$ cat config.mk
export PLATFORM = sky130hd
export DESIGN_NAME = i2s_mstr_tx
export DESIGN_NICKNAME = d
export VERILOG_FILES = /design/src/rtl/i2s_mstr_tx.sv
export SDC_FILE = /design/constraint.sdc
export NUM_CORES = 1
export LEC_CHECK = 0
export ABC_AREA = 1
export BUFFER_PORTS_ARGS = -buffer_cell sky130_fd_sc_hd__buf_2
export CORE_MARGIN = 10
export CORE_UTILIZATION = 25
export CTS_CLUSTER_DIAMETER = 30
export CTS_CLUSTER_SIZE = 14
export DETAILED_ROUTE_END_ITERATION = 7
export PLACE_DENSITY = 0.51
export SLEW_MARGIN = 20
export SYNTH_ARGS = -nofsm -noshare
export SYNTH_HDL_FRONTEND = slang
export SYNTH_SLANG_ARGS = --single-unit
$ cat constraint.sdc
create_clock -name clk -period 2.45 [get_ports clk]
set_input_delay 0.1225 -clock clk [delete_from_list [all_inputs] [get_ports clk]]
set_output_delay 0.1225 -clock clk [all_outputs]
set_load 0.01 [all_outputs]
$ cat src/rtl/i2s_mstr_tx.sv
// i2s_mstr_tx: Philips I2S master transmitter, 24-bit L/R pairs in 32-bit slots.
// Latency: a pair accepted before a frame load starts shifting out one sclk after that load.
// Backpressure: rdy is low while the single holding buffer is full, and rises the clk after the frame load.
//
// Ports:
//   clk, rst             system clock, synchronous active-high reset
//   lft_smpl, rght_smpl  sample pair, captured on vld && rdy
//   vld / rdy            sample pair handshake (rdy = holding buffer empty)
//   I2S_sclk, I2S_ws     generated bit clock and word select (0 = left)
//   I2S_data             serial data, MSB first, changes on the falling sclk edge
//   frm_strt             one-clk pulse when a frame is loaded into the shadow
//   undrrun              one-clk pulse when that load found the holding buffer empty
//
// Build option: define UNDERRUN_HOLD_EN to repeat the previous pair on underrun
// instead of sending zeros.
module i2s_mstr_tx #(
  parameter int SCLK_DIV = 16,
  parameter int SMPL_W   = 24
) (
  input  logic              clk,
  input  logic              rst,
  input  logic [SMPL_W-1:0] lft_smpl,
  input  logic [SMPL_W-1:0] rght_smpl,
  input  logic              vld,
  output logic              rdy,
  output logic              I2S_sclk,
  output logic              I2S_ws,
  output logic              I2S_data,
  output logic              frm_strt,
  output logic              undrrun
);

  localparam int               DIV_W    = $clog2(SCLK_DIV);
  localparam logic [DIV_W-1:0] DIV_LAST = DIV_W'(SCLK_DIV - 1);
  // Unused low bits of each 32-bit slot.
  localparam int               PAD      = 32 - SMPL_W;

  logic [DIV_W-1:0]  div_cnt;
  logic [5:0]        f;
  logic              hold_full;
  logic [SMPL_W-1:0] hold_l;
  logic [SMPL_W-1:0] hold_r;
  logic [SMPL_W-1:0] shd_l;
  logic [SMPL_W-1:0] shd_r;

  logic              tick;
  logic              fall;
  logic              load;
  logic [5:0]        f_nxt;
  logic              ws_nxt;
  logic [63:0]       slot_bits;
  logic              data_nxt;

  assign rdy = ~hold_full;

  always_comb begin
    tick      = (div_cnt == DIV_LAST);
    fall      = tick && I2S_sclk;
    f_nxt     = f + 6'd1;
    load      = fall && (f == 6'd62);
    // ws leads the MSB by one bit: it flips at the last bit of the previous slot.
    ws_nxt    = (f_nxt >= 6'd31) && (f_nxt <= 6'd62);
    // Whole frame laid out MSB-first from bit 63: left slot, then right slot,
    // each sample left-justified with zero padding below it.
    slot_bits = {32'(shd_l) << PAD, 32'(shd_r) << PAD};
    // Bit position 63-f of the frame is simply ~f for a 6-bit index.
    data_nxt  = slot_bits[~f_nxt];
  end

  always_ff @(posedge clk) begin
    if (rst) begin
      div_cnt   <= '0;
      f         <= 6'd62;
      I2S_sclk  <= 1'b0;
      I2S_ws    <= 1'b1;
      I2S_data  <= 1'b0;
      frm_strt  <= 1'b0;
      undrrun   <= 1'b0;
      hold_full <= 1'b0;
      hold_l    <= '0;
      hold_r    <= '0;
      shd_l     <= '0;
      shd_r     <= '0;
    end else begin
      frm_strt <= 1'b0;
      undrrun  <= 1'b0;

      if (tick) begin
        div_cnt  <= '0;
        I2S_sclk <= ~I2S_sclk;
      end else begin
        div_cnt <= div_cnt + 1'b1;
      end

      if (fall) begin
        f        <= f_nxt;
        I2S_ws   <= ws_nxt;
        I2S_data <= data_nxt;
      end

      // The load samples hold_full before any same-clk capture, so a pair
      // arriving on the load clk waits for the following frame.
      if (load) begin
        frm_strt <= 1'b1;
        undrrun  <= ~hold_full;
        if (hold_full) begin
          shd_l <= hold_l;
          shd_r <= hold_r;
        end else begin
`ifdef UNDERRUN_HOLD_EN
          shd_l <= shd_l;
          shd_r <= shd_r;
`else
          shd_l <= '0;
          shd_r <= '0;
`endif
        end
      end

      // Capture only when empty; a load only clears a full buffer, so the
      // two branches never compete for the same clk.
      if (vld && !hold_full) begin
        hold_l    <= lft_smpl;
        hold_r    <= rght_smpl;
        hold_full <= 1'b1;
      end else if (load) begin
        hold_full <= 1'b0;
      end
    end
  end

endmodule
==> results of run 1 <==
## what timing repair did
action                                 in CTS  in global routing
gates resized for setup                     0                  0
hold buffers                                1                  0
endpoints found under the hold margin       1                  0
## cell usage in the layout, fill, tap and decap left out, types with 2 or more instances in the layout
master	instances
ha_1	4
buf_2	56
o31ai_1	18
nor2_1	110
nor2_4	2
a211oi_1	6
o211ai_1	3
buf_4	15
clkbuf_16	9
nand3_2	20
clkbuf_1	3
o21ai_0	53
o31ai_2	19
a22oi_1	4
nand2_1	69
dfxtp_1	111
inv_1	58
a21oi_1	18
nand4_1	2
inv_2	7
clkbuf_8	2
nand3_1	67
## Yosys cell counts, drive strengths merged
library cell  number  area, sq um
a211oi             6         45.0
a21oi             18         90.1
a22oi              4         30.0
buf               13          119
clkbuf            32          120
clkinv             1         5.00
dfxtp            112         2240
ha                 4         50.1
inv               65          244
nand2             69          259
nand3             87          536
nand4              2         12.5
nor2             114          457
nor3               1         5.00
o211ai             3         22.5
o21ai             53          265
o31ai             37          373
or2                1         8.76
xnor2              1         8.76
xor2               1         8.76
## critical path, delay by kind of cell, from the launching register on
family	cells	cell delay (ps)
simple gates	6	820
buf+inv	5	500
flops	1	360
fa+ha+maj	1	170
compound gates	1	110
## routing by layer
metal	GRT usage, %	up-vias
met5	0	-
li1	-	2122
met3	2.34	12
met4	3.88	0
met1	12.9	1799
met2	15.1	83
## cell type report
| class | instances | area (sq um) |
|---|---|---|
| Sequential cell | 112 | 2240 |
| Inverter | 66 | 249 |
| Tap cell | 265 | 332 |
| Multi-Input combinational cell | 401 | 2180 |
| Clock buffer | 14 | 264 |
| Timing Repair Buffer | 73 | 423 |
| Fill cell | 2141 | 13700 |
| Clock inverter | 2 | 37.5 |
## power groups by stage
stage	Clock, W	Sequential (W)	Combinational, W
floorplan	0	0.00197	0.000169
global placement	0	0.00198	0.000242
detailed placement	0	0.00198	0.000244
CTS	0.00155	0.00194	0.000247
global route	0.00164	0.00194	0.000280
finish	0.00151	0.00194	0.000241
## kinds of logic (layout without fill, tap and decap cells)
group,count (synthesis),count (layout),synth area share [%]
fa+ha+maj,4,4,1.02
xor+xnor,2,2,0.357
flops,112,112,45.7
compound gates,121,121,16.8
buf+inv,111,155,9.96
simple gates,274,274,26.1
## state kept, by name, summed over array words and instances, names as in the netlist, 4 cells and up
signal and cells:
div_cnt 4, f 6, hold_l 24, hold_r 24, shd_l 24, shd_r 24
## final timing paths
path / endpoint / slack [ps] / depth (start not counted)
worst max-delay path: shd_r[1]$_SDFFE_PP0P_ / 400 / 13
worst min-delay path: hold_l[17]$_SDFFE_PP0P_ / 7 / 3
worst max register to register: shd_r[1]$_SDFFE_PP0P_ / 400 / 13
worst min register to register: div_cnt[0]$_SDFF_PP0_ / 450 / 1
## per-stage QoR
stage               utilization, %  instance area, sq um
finish                        29.5                  5720
global route                  29.5                  5720
CTS                           29.5                  5720
detailed placement            27.9                  5410
global placement              27.9                  5410
floorplan                        -                  4900
==> impl_metrics.env, run 1 <==
export IMPL_tns_ps=0
export IMPL_nets=718
export IMPL_synth_seq_cells=112
export IMPL_drc=0
export IMPL_clk_pin_slew_ps=70
export IMPL_power_density_mw_per_mm2=645
export IMPL_drive_gt1_share_pct=20.7
export IMPL_finClkSkew_ps=7.26
export IMPL_fin_crit_ps=2050
export IMPL_fmax_mhz=488
export IMPL_cts_made_buffers=9
export IMPL_yosys_warnings=0
export IMPL_die_y_um=160
export IMPL_reg2reg_from="div_cnt[0]$_SDFF_PP0_"
export IMPL_synthDistinctLibCells=30
export IMPL_wirelength_mm=12.3
export IMPL_startpoint="div_cnt[0]$_SDFF_PP0_"
export IMPL_cp_max_fo=38
export IMPL_fp_dieW_um=160
export IMPL_power_w=0.00369
export IMPL_ant_nets=0
export IMPL_wl_met1_mm=6.33
export IMPL_min_period_over_period_pct=83.7
export IMPL_detailedPlace_worstSlack_ps=424
export IMPL_wl_met3_um=432
export IMPL_area_delta_synth_final_pct=16.8
export IMPL_fin_cells=933
export IMPL_setup_viol=0
export IMPL_relSlewSlack_pct=57.1
export IMPL_cts_setup_buffers=0
export IMPL_finalHoldViolations=0
export IMPL_hold_path_startpoint="lft_smpl[17]"
export IMPL_core_area_sq_mm=0.0194
export IMPL_crit_type="reg -> reg"
export IMPL_ys_seq_area_share_pct=45.7
export IMPL_switching_share_pct=23.3
export IMPL_dpl_cell_count=916
export IMPL_antenna_found_initial=0
export IMPL_port_buffers=56
export IMPL_place_congestion=0.859
export IMPL_grt_first_pass_wirelength_mm=20.7
export IMPL_drt_pass1_iterations=4
export IMPL_internal_power_w=0.00283
export IMPL_crit_chain="ha_1 -> nand2_1 -> nor2_2 -> inv_2 -> nor2_4 -> inv_2 -> nor2_8 -> inv_2 -> or2_4 -> clkinv_2 -> buf_12 -> nand3_1 -> o31ai_1"
export IMPL_p_leak_nw=2.29
export IMPL_startpoint_type="flip-flop"
export IMPL_die_area_sq_mm=0.0256
export IMPL_ios=57
export IMPL_slew_violations=0
export IMPL_grt_overflow=0
export IMPL_ir_drop_mv=0.324
export IMPL_dp_hpwl_mm=8.24
export IMPL_initial_utilization_pct=25.3
export IMPL_ctsHtreeMaxLevel=3
export IMPL_cts_sinks=112
export IMPL_clock_latency_ps=360
export IMPL_grt_max_degree=53
export IMPL_crit_arrival_ps=2320
export IMPL_power_switching_w=0.000860
export IMPL_cts_tree="yes"
export IMPL_syn_area_per_cell_sq_um=7.85
export IMPL_syn_nets=679
export IMPL_power_frac_comb_pct=6.5
export IMPL_outcome="finished clean"
export IMPL_synth_cells=624
export IMPL_grt_usage_pct=9.82
export IMPL_min_path_type="in -> reg"
export IMPL_first_iter_violations=230
export IMPL_maxCapViolations=0
export IMPL_p_seq_share_pct=52.5
export IMPL_worst_slack_ps=400
export IMPL_cts_root_buf="clkbuf_16"
export IMPL_vias_per_cell=4.30
export IMPL_wl_met2_mm=5.30
export IMPL_maxUsedRoutingLayer="met4"
export IMPL_rsz0062_at_grt="no"
export IMPL_diodes=0
export IMPL_worst_pin_slew_ps=643
export IMPL_grt_pass1_vias=4054
export IMPL_crit_top_cell="inv_2"
export IMPL_max_stage_delay_ps=360
export IMPL_required_ps=2720
export IMPL_cts_max_path_buffers=2
export IMPL_whs_ps=7.34
export IMPL_crit_path_end_kind="flip-flop"
export IMPL_worst_path_max_delay_cell="dfxtp_1"
export IMPL_wl_per_cell_um=13.2
export IMPL_clock_power_share_pct=41.0
export IMPL_row_count=51
export IMPL_vias=4016
export IMPL_synth_area_sq_mm=0.00490
Note: power is estimated with default switching activity, not from simulation.
==> run 2, diff against run 1 <==
==> constraint.sdc (replaced) <==
create_clock -name clk -period 2.2 [get_ports clk]
set_input_delay 0.11 -clock clk [delete_from_list [all_inputs] [get_ports clk]]
set_output_delay 0.11 -clock clk [all_outputs]
set_load 0.01 [all_outputs]
==> impl_metrics.env, run 2 (synthesized netlist as in run 1, its figures left out) <==
export IMPL_tns_ps=0
export IMPL_grt_usage_pct=9.69
export IMPL_fmax_mhz=507
export IMPL_post_route_cell_area_sq_mm=0.00580
export IMPL_ios=57
export IMPL_power_switching_w=0.000934
export IMPL_cts_made_buffers=9
export IMPL_area_delta_synth_final_pct=18.4
export IMPL_clock_latency_ps=350
export IMPL_row_count=51
export IMPL_min_period_over_period_pct=89.6
export IMPL_crit_type="reg -> reg"
export IMPL_worst_pin_slew_ps=668
export IMPL_wirelength_mm=12.1
export IMPL_cp_max_fo=38
export IMPL_cts_tree="yes"
export IMPL_grt_overflow=0
export IMPL_clk_pin_slew_ps=70
export IMPL_vias=4019
export IMPL_outcome="finished clean"
export IMPL_ant_nets=0
export IMPL_first_iter_violations=136
export IMPL_final_cell_mix="dfxtp_1 (111), nor2_1 (110), nand2_1 (69)"
export IMPL_relSlewSlack_pct=55.4
export IMPL_core_area_sq_mm=0.0194
export IMPL_ir_drop_mv=0.341
export IMPL_min_path_type="in -> reg"
export IMPL_dp_hpwl_mm=8.38
export IMPL_final_common_cell="dfxtp_1"
export IMPL_finClkSkew_ps=4.15
export IMPL_maxCapViolations=0
export IMPL_die_y_um=160
export IMPL_drive_gt1_share_pct=20.6
export IMPL_wl_met1_mm=6.14
export IMPL_diodes=0
export IMPL_startpoint_type="flip-flop"
export IMPL_drc=0
export IMPL_power_w=0.00401
export IMPL_setup_viol=0
export IMPL_worst_slack_ps=228
export IMPL_clock_power_share_pct=39.2
export IMPL_reg2reg_from="div_cnt[0]$_SDFF_PP0_"
export IMPL_rsz0062_at_grt="no"
export IMPL_cts_resized=0
export IMPL_cts_root_buf="clkbuf_16"
export IMPL_place_congestion=0.868
export IMPL_wl_met3_um=443
export IMPL_cts_setup_buffers=0
export IMPL_p_leak_nw=2.33
export IMPL_die_area_sq_mm=0.0256
export IMPL_grt_first_pass_wirelength_mm=20.6
export IMPL_initial_utilization_pct=25.3
export IMPL_power_frac_comb_pct=7.0
export IMPL_switching_share_pct=23.3
export IMPL_crit_path_end_kind="flip-flop"
export IMPL_fp_dieW_um=160
export IMPL_detailedPlace_worstSlack_ps=242
export IMPL_drt_pass1_iterations=4
export IMPL_startpoint="div_cnt[0]$_SDFF_PP0_"
export IMPL_vias_per_cell=4.28
export IMPL_whs_ps=13.5
export IMPL_nets=725
export IMPL_grt_pass1_vias=4012
export IMPL_cts_sinks=112
export IMPL_fin_crit_ps=1970
export IMPL_crit_arrival_ps=2240
export IMPL_cts_max_path_buffers=2
export IMPL_wl_met2_mm=5.38
export IMPL_power_density_mw_per_mm2=691
export IMPL_maxUsedRoutingLayer="met4"
export IMPL_hold_path_startpoint="lft_smpl[16]"
export IMPL_antenna_found_initial=0
export IMPL_grt_max_degree=51
export IMPL_p_seq_share_pct=53.8
export IMPL_required_ps=2470
export IMPL_wl_per_cell_um=12.9
export IMPL_slew_violations=0
export IMPL_internal_power_w=0.00308
export IMPL_finalHoldViolations=0
export IMPL_ctsHtreeMaxLevel=3
export IMPL_hold_buffers=8
export IMPL_placed_cell_area_sq_mm=0.00544
export IMPL_port_buffers=56
## run 2: changes by cell type in the layout (fill, tap and decap cells not counted), sizes merged
cell / previous run / this run
clkinv: 1 / 2
dlygate4sd3: 1 / 8
bufinv: 1 / 0
## run 2: layout make-up
type,count,area [sq um]
timing repair buffer,80,518
sequential,112,2240
inverter,66,249
multi-input combinational,401,2180
tap,265,332
clock inverter,2,12.5
fill,2172,13600
clock buffer,14,274
## run 2: final timing paths
kind / to / slack [ps] / cells past startpoint
worst min-delay path: hold_l[16]$_SDFFE_PP0P_ / 10 / 3
worst max-delay path: shd_l[8]$_SDFFE_PP0P_ / 230 / 13
worst max register to register: shd_l[8]$_SDFFE_PP0P_ / 230 / 13
worst min register to register: div_cnt[0]$_SDFF_PP0_ / 450 / 1
## run 2: routing by layer
| layer | vias to the layer above | GRT usage (%) |
|---|---|---|
| met5 | - | 0 |
| met4 | 0 | 3.51 |
| met3 | 13 | 2.52 |
| met2 | 72 | 15.0 |
| met1 | 1798 | 12.7 |
| li1 | 2136 | - |
## run 2: power by group through the flow
stage | Combinational [W] | Clock (W) | Sequential, W
floorplan | 0.000189 | 0 | 0.00219
global placement | 0.000275 | 0 | 0.00221
detailed placement | 0.000278 | 0 | 0.00221
CTS | 0.000289 | 0.00164 | 0.00216
global route | 0.000329 | 0.00171 | 0.00217
finish | 0.000281 | 0.00157 | 0.00216
## run 2: through the flow
step / util (%) / std cells
6_report: 29.9 / 940
5_1_grt: 29.9 / 940
4_1_cts: 29.9 / 940
3_5_place_dp: 28.0 / 916
3_3_place_gp: 28.0 / 916
2_1_floorplan: - / 624
## run 2: critical path, cell delays in order (launching register included)
cell and delay [ps]:
dfxtp_1 350, ha_1 170, nand2_1 80, nor2_2 90, inv_2 60, nor2_4 110, inv_2 100, nor2_8 130
inv_2 40, or2_4 230, clkinv_2 60, buf_12 210, nand3_1 110, o31ai_1 90
==> run 3, diff against run 2 <==
==> constraint.sdc (replaced) <==
create_clock -name clk -period 2.3 [get_ports clk]
set_input_delay 0.115 -clock clk [delete_from_list [all_inputs] [get_ports clk]]
set_output_delay 0.115 -clock clk [all_outputs]
set_load 0.01 [all_outputs]
==> impl_metrics.env, run 3 (synthesized netlist as in run 1, its figures left out) <==
export IMPL_tns_ps=0
export IMPL_crit_type="reg -> reg"
export IMPL_ios=57
export IMPL_wirelength_mm=12.4
export IMPL_cts_setup_buffers=0
export IMPL_drc=0
export IMPL_internal_power_w=0.00311
export IMPL_vias_per_cell=4.31
export IMPL_ctsHtreeMaxLevel=3
export IMPL_p_seq_share_pct=50.9
export IMPL_grt_usage_pct=9.84
export IMPL_clock_latency_ps=360
export IMPL_crit_path_end_kind="flip-flop"
export IMPL_grt_first_pass_wirelength_mm=20.9
export IMPL_final_cell_mix="dfxtp_1 (111), nor2_1 (110), nand2_1 (69)"
export IMPL_switching_share_pct=23.4
export IMPL_fin_crit_ps=1970
export IMPL_startpoint_type="flip-flop"
export IMPL_outcome="finished clean"
export IMPL_port_buffers=56
export IMPL_diodes=0
export IMPL_min_period_over_period_pct=85.6
export IMPL_crit_chain="ha_1 -> nand2_1 -> nor2_2 -> inv_2 -> nor2_4 -> inv_2 -> nor2_8 -> inv_2 -> or2_4 -> clkinv_2 -> buf_12 -> nand3_1 -> o31ai_1"
export IMPL_power_switching_w=0.000948
export IMPL_ir_drop_mv=0.332
export IMPL_area_delta_synth_final_pct=19.7
export IMPL_first_iter_violations=224
export IMPL_dp_hpwl_mm=8.32
export IMPL_critPathBufInv=5
export IMPL_grt_pass1_vias=4044
export IMPL_fp_dieW_um=160
export IMPL_cp_max_fo=38
export IMPL_p_leak_nw=2.37
export IMPL_die_y_um=160
export IMPL_detailedPlace_worstSlack_ps=359
export IMPL_setup_viol=0
export IMPL_drt_pass1_iterations=4
export IMPL_nets=730
export IMPL_relSlewSlack_pct=55.6
export IMPL_crit_top_cell="inv_2"
export IMPL_grt_overflow=0
export IMPL_slew_violations=0
export IMPL_clk_pin_slew_ps=70
export IMPL_cts_max_path_buffers=2
export IMPL_antenna_found_initial=0
export IMPL_min_path_type="in -> reg"
export IMPL_clock_power_share_pct=42.4
export IMPL_whs_ps=8.52
export IMPL_ant_nets=0
export IMPL_worst_slack_ps=330
export IMPL_crit_arrival_ps=2250
export IMPL_worst_path_max_delay_cell="dfxtp_1"
export IMPL_grt_max_degree=51
export IMPL_power_frac_comb_pct=6.7
export IMPL_cts_made_buffers=9
export IMPL_max_stage_delay_ps=350
export IMPL_fmax_mhz=508
export IMPL_power_density_mw_per_mm2=692
export IMPL_final_common_cell="dfxtp_1"
export IMPL_cts_tree="yes"
export IMPL_row_count=51
export IMPL_required_ps=2580
export IMPL_initial_utilization_pct=25.3
export IMPL_core_area_sq_mm=0.0194
export IMPL_cts_sinks=112
export IMPL_place_congestion=0.846
export IMPL_wl_per_cell_um=13.1
export IMPL_vias=4075
export IMPL_drive_gt1_share_pct=21.2
export IMPL_finalHoldViolations=0
export IMPL_cts_root_buf="clkbuf_16"
export IMPL_rsz0062_at_grt="no"
export IMPL_critical_path_top_delay_family="simple AND/OR/NAND/NOR gates"
export IMPL_maxCapViolations=0
export IMPL_finClkSkew_ps=7.85
export IMPL_die_area_sq_mm=0.0256
export IMPL_worst_pin_slew_ps=666
[run 3: final cells by class]
| class | count | area [sq um] |
|---|---|---|
| Clock buffer | 10 | 239 |
| Clock inverter | 6 | 91.3 |
| Fill cell | 2170 | 13500 |
| Inverter | 66 | 249 |
| Multi-Input combinational cell | 401 | 2180 |
| Sequential cell | 112 | 2240 |
| Tap cell | 265 | 332 |
| Timing Repair Buffer | 85 | 536 |
[run 3: stage by stage]
stage,cells,power (W),area [sq um],utilization (%)
finish,945,0.00406,5870,30.2
global route,945,0.00426,5870,30.2
CTS,945,0.00413,5870,30.2
detailed placement,919,0.00237,5440,28.0
global placement,919,0.00237,5440,28.0
floorplan,624,0.00227,4900,-
[run 3: worst min-delay path: stages]
cell and delay, ps:
buf_2 80, o21ai_0 70, nor2_1 70
[run 3: path summary, 6_finish.rpt]
check / cells past startpoint / startpoint / endpoint / slack [ps]
hold reg to reg: 1 / div_cnt[0]$_SDFF_PP0_ / div_cnt[0]$_SDFF_PP0_ / 440
setup reg to reg: 13 / div_cnt[0]$_SDFF_PP0_ / shd_l[8]$_SDFFE_PP0P_ / 330
hold / removal: 3 / rght_smpl[3] / hold_r[3]$_SDFFE_PP0P_ / 9
setup / recovery: 13 / div_cnt[0]$_SDFF_PP0_ / shd_l[8]$_SDFFE_PP0P_ / 330
[run 3: power groups by stage]
stage          combinational (W)  clock, W  sequential [W]
2_1_floorplan           0.000180         0         0.00209
3_3_place_gp            0.000262         0         0.00211
3_5_place_dp            0.000265         0         0.00211
4_1_cts                 0.000279   0.00179         0.00206
5_1_grt                 0.000315   0.00187         0.00207
6_report                0.000272   0.00172         0.00206
[run 3: metal layers]
metal	GRT usage (%)	vias up	wire [um]
met5	0	-	0
met4	3.13	0	118
met3	2.93	6	491
met2	14.8	81	5420
met1	13.1	1833	6360
li1	-	2155	-
[run 3: timing repair]
item | CTS | global route
hold endpoints to repair | 10 | 0
endpoints found under the setup margin | 0 | 0
hold buffers | 10 | 0
resized for setup | 0 | 0
